$ cat src/rtl/id_ex_stage_pkg.sv
// Shared widths and NOP control encodings for the ID/EX stage and decode.
package id_ex_stage_pkg;
   localparam int XLEN_DEF    = 32;
   localparam int RWIDTH_DEF  = 5;
   localparam int ALUOP_W_DEF = 5;

   localparam logic [ALUOP_W_DEF-1:0] ALUOP_NOP     = '0;
   localparam logic [1:0]             WDSEL_DEFAULT = 2'd0;

   function automatic logic sat_inc_en(input logic [31:0] cnt);
      return cnt != 32'hFFFF_FFFF;
   endfunction
endpackage

$ cat src/rtl/id_ex_stage_load_use_detect.sv
// Combinational load-use hazard detect: a load in EX whose rd is read by the instruction in ID.
module load_use_detect #(
   parameter int RWIDTH = 5
) (
   input  logic              ex_valid,
   input  logic              ex_mem_read,
   input  logic [RWIDTH-1:0] ex_rd,
   input  logic              id_valid,
   input  logic              id_use_rs1,
   input  logic [RWIDTH-1:0] id_rs1,
   input  logic              id_use_rs2,
   input  logic [RWIDTH-1:0] id_rs2,
   output logic              hz
);
   logic match_rs1, match_rs2;

   assign match_rs1 = id_use_rs1 && (id_rs1 == ex_rd);
   assign match_rs2 = id_use_rs2 && (id_rs2 == ex_rd);
   // x0 is never a real producer, so rd==0 must not stall
   assign hz = ex_valid && ex_mem_read && (ex_rd != '0) && (match_rs1 || match_rs2) && id_valid;
endmodule

$ cat src/rtl/id_ex_stage.sv
// ID/EX pipeline register with load-use bubble insertion, flush and freeze.
// Optional macro ID_EX_PERF_CNT_EN adds saturating bubble_cnt / flush_cnt outputs.
module id_ex_stage
   import id_ex_stage_pkg::*;
#(
   parameter int XLEN    = XLEN_DEF,
   parameter int RWIDTH  = RWIDTH_DEF,
   parameter int ALUOP_W = ALUOP_W_DEF
) (
   input  logic               clk,
   input  logic               rstn,
   input  logic               freeze,
   input  logic               flush,
   input  logic               id_valid,
   input  logic [XLEN-1:0]    id_pc,
   input  logic [RWIDTH-1:0]  id_rs1,
   input  logic [RWIDTH-1:0]  id_rs2,
   input  logic               id_use_rs1,
   input  logic               id_use_rs2,
   input  logic [RWIDTH-1:0]  id_rd,
   input  logic [XLEN-1:0]    id_rd1,
   input  logic [XLEN-1:0]    id_rd2,
   input  logic [XLEN-1:0]    id_imm,
   input  logic               id_RegWrite,
   input  logic               id_MemRead,
   input  logic               id_MemWrite,
   input  logic [ALUOP_W-1:0] id_ALUOp,
   input  logic [1:0]         id_WDSel,
   output logic               ex_valid,
   output logic [XLEN-1:0]    ex_pc,
   output logic [RWIDTH-1:0]  ex_rs1,
   output logic [RWIDTH-1:0]  ex_rs2,
   output logic               ex_use_rs1,
   output logic               ex_use_rs2,
   output logic [RWIDTH-1:0]  ex_rd,
   output logic [XLEN-1:0]    ex_rd1,
   output logic [XLEN-1:0]    ex_rd2,
   output logic [XLEN-1:0]    ex_imm,
   output logic               ex_RegWrite,
   output logic               ex_MemRead,
   output logic               ex_MemWrite,
   output logic [ALUOP_W-1:0] ex_ALUOp,
   output logic [1:0]         ex_WDSel,
`ifdef ID_EX_PERF_CNT_EN
   output logic [31:0]        bubble_cnt,
   output logic [31:0]        flush_cnt,
`endif
   output logic               pc_hold
);
   logic               hz;
   logic               valid_q, valid_d;
   logic [XLEN-1:0]    pc_q, pc_d, rd1_q, rd1_d, rd2_q, rd2_d, imm_q, imm_d;
   logic [RWIDTH-1:0]  rs1_q, rs1_d, rs2_q, rs2_d, rd_q, rd_d;
   logic               use_rs1_q, use_rs1_d, use_rs2_q, use_rs2_d;
   logic               reg_write_q, reg_write_d, mem_read_q, mem_read_d;
   logic               mem_write_q, mem_write_d;
   logic [ALUOP_W-1:0] alu_op_q, alu_op_d;
   logic [1:0]         wd_sel_q, wd_sel_d;

   load_use_detect #(.RWIDTH(RWIDTH)) u_lud (
      .ex_valid    (valid_q),
      .ex_mem_read (mem_read_q),
      .ex_rd       (rd_q),
      .id_valid    (id_valid),
      .id_use_rs1  (id_use_rs1),
      .id_rs1      (id_rs1),
      .id_use_rs2  (id_use_rs2),
      .id_rs2      (id_rs2),
      .hz          (hz)
   );

   // A flush redirects fetch, so it must not also hold the PC
   assign pc_hold = freeze || (hz && !flush);

   always_comb begin
      valid_d     = valid_q;
      pc_d        = pc_q;
      rs1_d       = rs1_q;
      rs2_d       = rs2_q;
      use_rs1_d   = use_rs1_q;
      use_rs2_d   = use_rs2_q;
      rd_d        = rd_q;
      rd1_d       = rd1_q;
      rd2_d       = rd2_q;
      imm_d       = imm_q;
      reg_write_d = reg_write_q;
      mem_read_d  = mem_read_q;
      mem_write_d = mem_write_q;
      alu_op_d    = alu_op_q;
      wd_sel_d    = wd_sel_q;
      if (!freeze) begin
         if (flush || hz || !id_valid) begin
            valid_d     = 1'b0;
            pc_d        = '0;
            rs1_d       = '0;
            rs2_d       = '0;
            use_rs1_d   = 1'b0;
            use_rs2_d   = 1'b0;
            rd_d        = '0;
            rd1_d       = '0;
            rd2_d       = '0;
            imm_d       = '0;
            reg_write_d = 1'b0;
            mem_read_d  = 1'b0;
            mem_write_d = 1'b0;
            alu_op_d    = ALUOP_W'(ALUOP_NOP);
            wd_sel_d    = WDSEL_DEFAULT;
         end else begin
            valid_d     = 1'b1;
            pc_d        = id_pc;
            rs1_d       = id_rs1;
            rs2_d       = id_rs2;
            use_rs1_d   = id_use_rs1;
            use_rs2_d   = id_use_rs2;
            rd_d        = id_rd;
            rd1_d       = id_rd1;
            rd2_d       = id_rd2;
            imm_d       = id_imm;
            reg_write_d = id_RegWrite;
            mem_read_d  = id_MemRead;
            mem_write_d = id_MemWrite;
            alu_op_d    = id_ALUOp;
            wd_sel_d    = id_WDSel;
         end
      end
   end

   always_ff @(posedge clk or negedge rstn) begin
      if (!rstn) begin
         valid_q     <= 1'b0;
         pc_q        <= '0;
         rs1_q       <= '0;
         rs2_q       <= '0;
         use_rs1_q   <= 1'b0;
         use_rs2_q   <= 1'b0;
         rd_q        <= '0;
         rd1_q       <= '0;
         rd2_q       <= '0;
         imm_q       <= '0;
         reg_write_q <= 1'b0;
         mem_read_q  <= 1'b0;
         mem_write_q <= 1'b0;
         alu_op_q    <= '0;
         wd_sel_q    <= '0;
      end else begin
         valid_q     <= valid_d;
         pc_q        <= pc_d;
         rs1_q       <= rs1_d;
         rs2_q       <= rs2_d;
         use_rs1_q   <= use_rs1_d;
         use_rs2_q   <= use_rs2_d;
         rd_q        <= rd_d;
         rd1_q       <= rd1_d;
         rd2_q       <= rd2_d;
         imm_q       <= imm_d;
         reg_write_q <= reg_write_d;
         mem_read_q  <= mem_read_d;
         mem_write_q <= mem_write_d;
         alu_op_q    <= alu_op_d;
         wd_sel_q    <= wd_sel_d;
      end
   end

   assign ex_valid    = valid_q;
   assign ex_pc       = pc_q;
   assign ex_rs1      = rs1_q;
   assign ex_rs2      = rs2_q;
   assign ex_use_rs1  = use_rs1_q;
   assign ex_use_rs2  = use_rs2_q;
   assign ex_rd       = rd_q;
   assign ex_rd1      = rd1_q;
   assign ex_rd2      = rd2_q;
   assign ex_imm      = imm_q;
   assign ex_RegWrite = reg_write_q;
   assign ex_MemRead  = mem_read_q;
   assign ex_MemWrite = mem_write_q;
   assign ex_ALUOp    = alu_op_q;
   assign ex_WDSel    = wd_sel_q;

`ifdef ID_EX_PERF_CNT_EN
   logic [31:0] bubble_cnt_q, bubble_cnt_d, flush_cnt_q, flush_cnt_d;

   always_comb begin
      bubble_cnt_d = bubble_cnt_q;
      flush_cnt_d  = flush_cnt_q;
      if (!freeze && flush && sat_inc_en(flush_cnt_q))
         flush_cnt_d = flush_cnt_q + 32'd1;
      if (!freeze && !flush && hz && sat_inc_en(bubble_cnt_q))
         bubble_cnt_d = bubble_cnt_q + 32'd1;
   end

   always_ff @(posedge clk or negedge rstn) begin
      if (!rstn) begin
         bubble_cnt_q <= '0;
         flush_cnt_q  <= '0;
      end else begin
         bubble_cnt_q <= bubble_cnt_d;
         flush_cnt_q  <= flush_cnt_d;
      end
   end

   assign bubble_cnt = bubble_cnt_q;
   assign flush_cnt  = flush_cnt_q;
`endif
endmodule
$ cat config.mk
export PLATFORM = sky130hd
export DESIGN_NAME = id_ex_stage
export DESIGN_NICKNAME = d
export VERILOG_FILES = /design/src/rtl/id_ex_stage_pkg.sv /design/src/rtl/id_ex_stage_load_use_detect.sv /design/src/rtl/id_ex_stage.sv
export SDC_FILE = /design/constraint.sdc
export NUM_CORES = 1
export LEC_CHECK = 0
export BUFFER_PORTS_ARGS = -buffer_cell sky130_fd_sc_hd__buf_2
export CORE_ASPECT_RATIO = 1.5
export CORE_MARGIN = 4
export CORE_UTILIZATION = 36
export CTS_CLUSTER_DIAMETER = 30
export CTS_CLUSTER_SIZE = 10
export DETAILED_ROUTE_END_ITERATION = 8
export PLACE_DENSITY = 0.72
export SLEW_MARGIN = 10
export SYNTH_ARGS = -nofsm -noshare
export SYNTH_HDL_FRONTEND = slang
export SYNTH_SLANG_ARGS = --single-unit
$ cat constraint.sdc
create_clock -name clk -period 1.9 [get_ports clk]
set_clock_uncertainty 0.05 [all_clocks]
set_input_delay 0.095 -clock clk [delete_from_list [all_inputs] [get_ports clk]]
set_output_delay 0.095 -clock clk [all_outputs]
set_load 0.05 [all_outputs]
* After elaboration in Yosys (flattened, before gate mapping) *
Cells that the tools add are included.

storage, ports and cells
  flip-flop bits (word level) = 156

cells by class
  muxes and demuxes = 15
  equal/unequal tests = 2
  reduce and logical (&&, ||, !) cells = 14

operator list
  cell               number
  $mux 32            4
  $mux 5             4
  $eq 5x5->1         2
  $logic_and 1x1->1  7
  $mux 1             6
  $reduce_bool 5->1  1
  $logic_or 1x1->1   4
  $logic_not 1->1    2
  $mux 2             1

* Depth between registers and ports, before layout *
Gate-level depths: netlist of run 1.

  word-level depth = 8
  gate-level depth with buffers = 6
  gate-level depth less buffers = 4

* Modules after synthesis *
A second synthesis of run 1 with hierarchy kept.

unflattened totals
  cells, all modules = 695
  area total of the unflattened synthesis = 7313.3 µm²

modules (own cells, without submodules)
  module           times used  area an instance (µm²)  cells an instance
  id_ex_stage      1           7181.9                  678
  load_use_detect  1           131.4                   17

* Worst setup path before layout of run 1 *
Ideal clock, no wire load.

  kind = flip-flop to output port
  start = register rd_q[0] (netlist: ex_rd[0])
  end = output pc_hold
  slack = -0.369 ns
  required time = 1.755 ns
  stages on the path, launching flop included = 7
  data arrival time = 2.124 ns
  path through = dfrtp_1 > xnor2_1 > nand4_1 > o22ai_1 > clkbuf_1 > buf_2 > a21o_1

on the way
  longest elaborated chain between the ends = 7
  elaborated cells on any way between the ends = 11

ends and longest elaborated chain
  item                                  RTL line                                                              source
  start: declaration                    id_ex_stage.sv:53                                                     logic [RWIDTH-1:0] rs1_q, rs1_d, rs2_q, rs2_d, rd_q, rd_d;
  start signal: assignment              id_ex_stage.sv:152                                                    rd_q <= rd_d;
  $eq 5x5->1 (on tied branches)         id_ex_stage_load_use_detect.sv:17, id_ex_stage_load_use_detect.sv:18
  $logic_and 1x1->1 (on tied branches)  id_ex_stage_load_use_detect.sv:17, id_ex_stage_load_use_detect.sv:18
  $logic_or 1x1->1                      id_ex_stage_load_use_detect.sv:20                                     assign hz = ex_valid && ex_mem_read && (ex_rd != '0) && (match_rs1 || match_rs2) && id_valid;
  $logic_and 1x1->1 * (2 in a row)      id_ex_stage_load_use_detect.sv:20
  $logic_and 1x1->1 *                   id_ex_stage.sv:73                                                     assign pc_hold = freeze || (hz && !flush);
  $logic_or 1x1->1 *                    id_ex_stage.sv:73
  end: declaration                      id_ex_stage.sv:48                                                     output logic pc_hold

Mark *: on every way between the ends. The rest lies on a longest branch, timed or not.

* Final worst setup path of run 1 *
  start = register rd_q[3] (netlist: ex_rd[3])
  end = output pc_hold

The elaborated chain is that of the path after synthesis.

==> results_dict.tcl, run 1 <==
set metrics [dict create \
    synth_compound_area_share_pct 30.0 \
    relSlewSlack_pct 46.8 \
    finalCritPeriodShare_pct 114 \
    p_int_mw 6.75 \
    synthMuxAreaShare_pct 0 \
    synth-xor-area-share_pct 1.21 \
    grt_max_degree 159 \
    synthAdderAreaFrac_pct 0 \
    path_clk_slew_ns 0.06 \
    grt_pass1_wl_um 43200 \
    clock_path_buffers 2 \
    drc_errors 0 \
    synth-simple-area-share_pct 8.71 \
    worstPathCellList "or4_4 -> o21ai_4 -> buf_6 -> nor2_2 -> a21o_4 -> buf_8" \
    cts_tree "done" \
    yosysWarnings 0 \
    setup_violations 118 \
    layout_min_cycle_time_ns 2.17 \
    grt-ovfl-total 0 \
    syn_to_final_growth_pct 65.3 \
    hpwl_um 16500 \
    drive_gt1_share_pct 34.5 \
    layout.nets 1362 \
    swShare_pct 34.8 \
    crit_type "flop to output pin" \
    yosysMostFrequentCell "nand2_1" \
    p_total_mw 10.3 \
    synth_largest_area_cell "dfrtp_1" \
    ys_top_cells_by_count "nand2_1, dfrtp_1, a32oi_1, o21ai_1, clkbuf_1" \
    instances_no_fill 1476 \
    synth_area_leaders "dfrtp_1, a32oi_1, o21ai_1, nand2_1, clkbuf_1" \
    multiInputGateArea_um2 2930 \
    crit_required_ns 1.75 \
    start_util_pct 36.5 \
    track_usage_pct 24.2 \
    root_buffer "clkbuf_16" \
    status "finished, violations left" \
    whs_ns 0.128 \
    rows 63 \
    cts_inserted_buffers 17 \
    drt_iter0_markers 787 \
    die-area_um2 22500 \
    vdd_drop_max_mv 0.521 \
    p_comb_share_pct 29.1 \
    syn_nets 891 \
    slowest_delay_ns 0.55 \
    p_sw_mw 3.60 \
    routed_wl_um 29200 \
    p_seq_share_pct 37.2 \
    antenna_found_initial 2 \
    yosysSeqAreaShare_pct 54.0 \
    fin_setup_tns_ns -8.86 \
    dp_cells 1266 \
    path_max_fanout 2 \
    core_um2 19800 \
    syn_avg_cell_area_um2 9.89 \
    setup_ws_ns -0.267 \
    synthFlopType "dfrtp_1" \
    rsz0062_at_grt "yes" \
    regArea_um2 3910 \
    ant_nets 0 \
    die_h_um 182 \
    start_kind "flop" \
    maxClockFrequency_ghz 0.461 \
    critPathCaptureType "output pin" \
    crit_slowest_cell "or4_4" \
    hp-class "primary input to async pin" \
    slew_viol_final 0 \
    clock_latency_ns 0.42 \
    gp_congestion 0.869 \
    crit_arrival_ns 2.02 \
    die_w_um 124 \
    final.fill_count 1515 \
    synth_edf_count 0 \
    ys_ff_latch 156 \
    maxCapViolCount 0 \
    htree_levels 4 \
    vias_per_cell 5.64 \
    io_buffers 316 \
    ys_types 19 \
    grt_pass1_vias 8305 \
    clock_sinks 156 \
    synth_top_area_share_pct 54.0 \
    first_pass_iters 5 \
    clkPwrFrac_pct 33.7 \
    ys_async_sr_fraction_pct 100 \
    synth_top_family_by_area "compound AO/OA/AOI/OAI gates" \
    p_leak_nw 5.54 \
    syn_area_um2 7230 \
    wl_per_cell_um 19.8 \
    num_vias 8326 \
    finalHoldViolCount 0 \
    worst_pin_slew_ns 0.798 \
    power_density_nw_per_um2 866 \
    violations "negative setup slack" \
    pin_count 317 \
    syn_inst 731 \
]
[cells by family after synthesis]
| logic type | Yosys count |
|---|---|
| xor+xnor | 10 |
| flops | 156 |
| compound gates | 315 |
| buf+inv | 86 |
| simple gates | 164 |
[metrics by stage]
stage	util (%)	area, um2	setup slack [ns]
after floorplan	-	7240	0.00560
after global placement	47.0	9300	0.0137
after detailed placement	47.0	9300	-0.00502
after CTS	58.4	11600	-0.317
after global routing	60.3	11900	-0.334
final	60.4	11900	-0.267
[sequential cells by signal (all words and copies together) (netlist names)]
signal / cells
ex_pc: 32
ex_rd: 5
ex_MemWrite: 1
ex_WDSel: 2
ex_MemRead: 1
ex_rd1: 32
ex_ALUOp: 5
ex_imm: 32
ex_RegWrite: 1
ex_rs2: 5
ex_rs1: 5
ex_rd2: 32
ex_use_rs1: 1
ex_use_rs2: 1
ex_valid: 1
[cells in the final DEF, fill, tap and decap left out, drive strengths merged]
cell,netlist,routed
buf,30,367
dlygate4sd3,0,158
nand2,157,157
o21ai,156,156
dfrtp,156,156
a32oi,155,155
clkbuf,56,35
xnor2,10,10
diode,0,4
bufinv,0,3
nand4,2,2
clkinv,0,2
clkinvlp,0,2
nor2,2,2
o22ai,1,1
or4,1,1
and3,1,1
a21o,1,1
nand2b,1,1
a22oi,1,1
o31ai,1,1
[power groups by stage]
stage | Sequential, mW | Combinational [mW] | Clock [mW]
after floorplan | 5.04 | 0.566 | 0
after global placement | 3.88 | 2.60 | 0
after detailed placement | 3.88 | 2.64 | 0
after CTS | 3.83 | 2.91 | 3.54
after global routing | 3.88 | 3.17 | 3.68
final | 3.85 | 3.01 | 3.49
[routing by layer]
metal	part of all wire, %	up-vias	global-route usage [%]	wire (um)
met2	50	497	39.8	14700
met1	37	3965	28.2	10700
li1	-	3734	-	-
met5	0	-	0	0
met4	6.2	0	15.6	1800
met3	7.1	130	5.11	2090
[final timing paths]
check	startpoint	to	slack (ns)	depth (start not counted)
setup / recovery	ex_rd[3]	pc_hold	-0.27	6
max in group asynchronous	rstn	ex_rd1[21]	1.06	3
setup reg to reg	ex_rd[3]	ex_pc[25]	-0.17	8
hold / removal	rstn	ex_pc[23]	0.13	2
min in group clk	freeze	ex_pc[16]	0.16	5
hold reg to reg	ex_imm[0]	ex_imm[0]	0.44	2
[timing repair]
action                                  4_1_cts  5_1_grt
pin swaps                                     3        1
endpoints found under the hold margin       312        0
hold buffers                                158        0
setup buffers                                 2        2
resized for setup                            13        6
gates cloned                                  1       14
endpoints found under the setup margin       12      156
[layout make-up]
class                           instances  share of cell area (%)
Clock buffer                           22                    3.97
Timing Repair Buffer                  538                    35.0
Antenna cell                            4                  0.0838
Clock inverter                          7                   0.964
Multi-Input combinational cell        489                    24.5
Tap cell                              260                    2.72
Sequential cell                       156                    32.7
[worst max-delay path: cells and delay by family, from the launching register on]
family          cells  cell delay (ns)
compound gates      2             0.34
flops               1             0.40
buf+inv             2             0.27
simple gates        2             0.59
Note: power is estimated with default switching activity, not from simulation.
==> run 2, diff against run 1 <==
Clock period 1.9 ns to 2.7 ns, I/O delays scaled along.
==> run 2 against run 1 <==
  * The flow now finishes without violations
  * Sequential share of layout area is 2.3 points higher
  * Combinational power is 34% lower
  * Clock power is 27% lower
  * Global-route usage is 1.4 points lower
  * Critical path depth is 1 lower
  * Die area stayed put
  * Sequential power is 30% lower
  * Setup slack better by 0.59 ns
  * Cell area is 6.8% lower
==> results_dict.tcl, run 2 (synthesis results as in run 1) <==
set metrics [dict create \
    cp-startpoint "ex_rd[1]" \
    relSlewSlack_pct 49.9 \
    syn_to_final_growth_pct 54.1 \
    reg2reg_from "ex_rd[1]" \
    crit_slowest_cell "or4_1" \
    antenna_found_initial 3 \
    clock_latency_ns 0.42 \
    power_density_nw_per_um2 650 \
    root_buffer "clkbuf_16" \
    worst-path-buf-inv 1 \
    crit_type "flop to output pin" \
    core_um2 19800 \
    path_clk_slew_ns 0.06 \
    p_leak_nw 5.12 \
    layout.nets 1312 \
    grt-ovfl-total 0 \
    slowest_delay_ns 0.60 \
    drc_errors 0 \
    track_usage_pct 22.8 \
    start_kind "flop" \
    path_delay_family "simple AND/OR/NAND/NOR gates" \
    vdd_drop_max_mv 0.372 \
    crit_cells 5 \
    min-delay-start "flush" \
    status "complete, no violations" \
    setup_ws_ns 0.327 \
    clock_path_buffers 2 \
    die_h_um 182 \
    post_cts_buffers 0 \
    htree_levels 4 \
    setup_violations 0 \
    gp_congestion 0.827 \
    die-area_um2 22500 \
    final.fill_count 1645 \
    finalCritPeriodShare_pct 87.9 \
    r2r_cells 5 \
    cts_inserted_buffers 17 \
    final_cell_mix "buf_2, nand2_1, dlygate4sd3_1, dfrtp_1" \
    crit_required_ns 2.52 \
    clock_sinks 156 \
    hpwl_um 15300 \
    maxCapViolCount 0 \
    ant_nets 0 \
    drive_gt1_share_pct 31.3 \
    maxClockFrequency_ghz 0.421 \
    wl_per_cell_um 18.2 \
    start_util_pct 36.5 \
    grt_pass1_vias 7841 \
    final_common_cell "buf_2" \
    finalHoldViolCount 0 \
    path_max_fanout 6 \
    io_buffers 316 \
    grt_pass1_wl_um 41100 \
    drt_iter0_markers 588 \
    whs_ns 0.0442 \
    first_pass_iters 7 \
    crit_arrival_ns 2.19 \
    rsz0062_at_grt "no" \
    worst_pin_slew_ns 0.752 \
    grt_max_degree 184 \
    pin_count 317 \
    fin_setup_tns_ns 0 \
    hp-class "primary input to flop" \
    holdPathStages 3 \
    dp_slack_ns 0.537 \
    rows 63 \
    critPathCaptureType "output pin" \
    vias_per_cell 5.55 \
    routed_wl_um 26000 \
    slew_viol_final 0 \
    worstPathCellList "or4_1 -> o21ai_4 -> nor2_1 -> a21o_1 -> buf_2" \
    die_w_um 124 \
    layout_min_cycle_time_ns 2.37 \
    cts_tree "done" \
    num_vias 7922 \
]
-- run 2: path summary, 6_finish.rpt --
path / end / slack, ns
max: pc_hold / 0.33
min: ex_valid / 0.04
max reg2reg: ex_imm[9] / 0.46
min reg2reg: ex_rs1[3] / 0.44
max in group asynchronous: ex_rd1[9] / 1.86
min in group asynchronous: ex_imm[6] / 0.08
-- run 2: where the power goes --
part | switching (mW) | leakage, nW | internal [mW]
logic | 1.40 | 2.77 | 0.585
clock network | 0.972 | 0.306 | 1.58
registers | 0.141 | 2.04 | 2.57
total | 2.51 | 5.12 | 4.73
-- run 2: area by class of cell --
type,instances,area (um2),share of cell area [%]
tap,260,325,2.92
clock buffer,23,498,4.47
clock inverter,9,133,1.19
sequential,156,3900,35.1
timing repair buffer,488,3350,30.1
antenna,3,7.51,0.0674
multi-input combinational,489,2920,26.2
-- run 2: layer usage --
| metal | wire (um) | vias to the layer above | share of wire, % | GRT usage, % |
|---|---|---|---|---|
| li1 | - | 3618 | - | - |
| met1 | 9740 | 3828 | 37 | 27.7 |
| met2 | 13300 | 380 | 51 | 37.3 |
| met3 | 1560 | 96 | 6.0 | 4.55 |
| met4 | 1400 | 0 | 5.4 | 13.0 |
| met5 | 0 | - | 0 | 0 |
-- run 2: worst reg2reg max path: stages, from the launching register on --
cell and delay [ns]:
dfrtp_1 0.44, or4_1 0.60, o21ai_4 0.26, buf_12 0.35
a32oi_1 0.31, o21ai_1 0.15
-- run 2: metrics by stage --
stage	power [mW]	cells	instance area (um2)	util, %
after global routing	7.52	1428	11100	56.3
after detailed placement	4.52	1236	8920	45.1
after global placement	4.50	1236	8920	45.1
after CTS	7.29	1425	11100	56.2
after floorplan	3.94	731	7230	-
final	7.24	1428	11100	56.3
-- run 2: what timing repair did --
action	CTS	global route
endpoints found under the hold margin	312	0
hold buffers	157	0
gates resized for setup	0	0
setup endpoints to repair	0	0
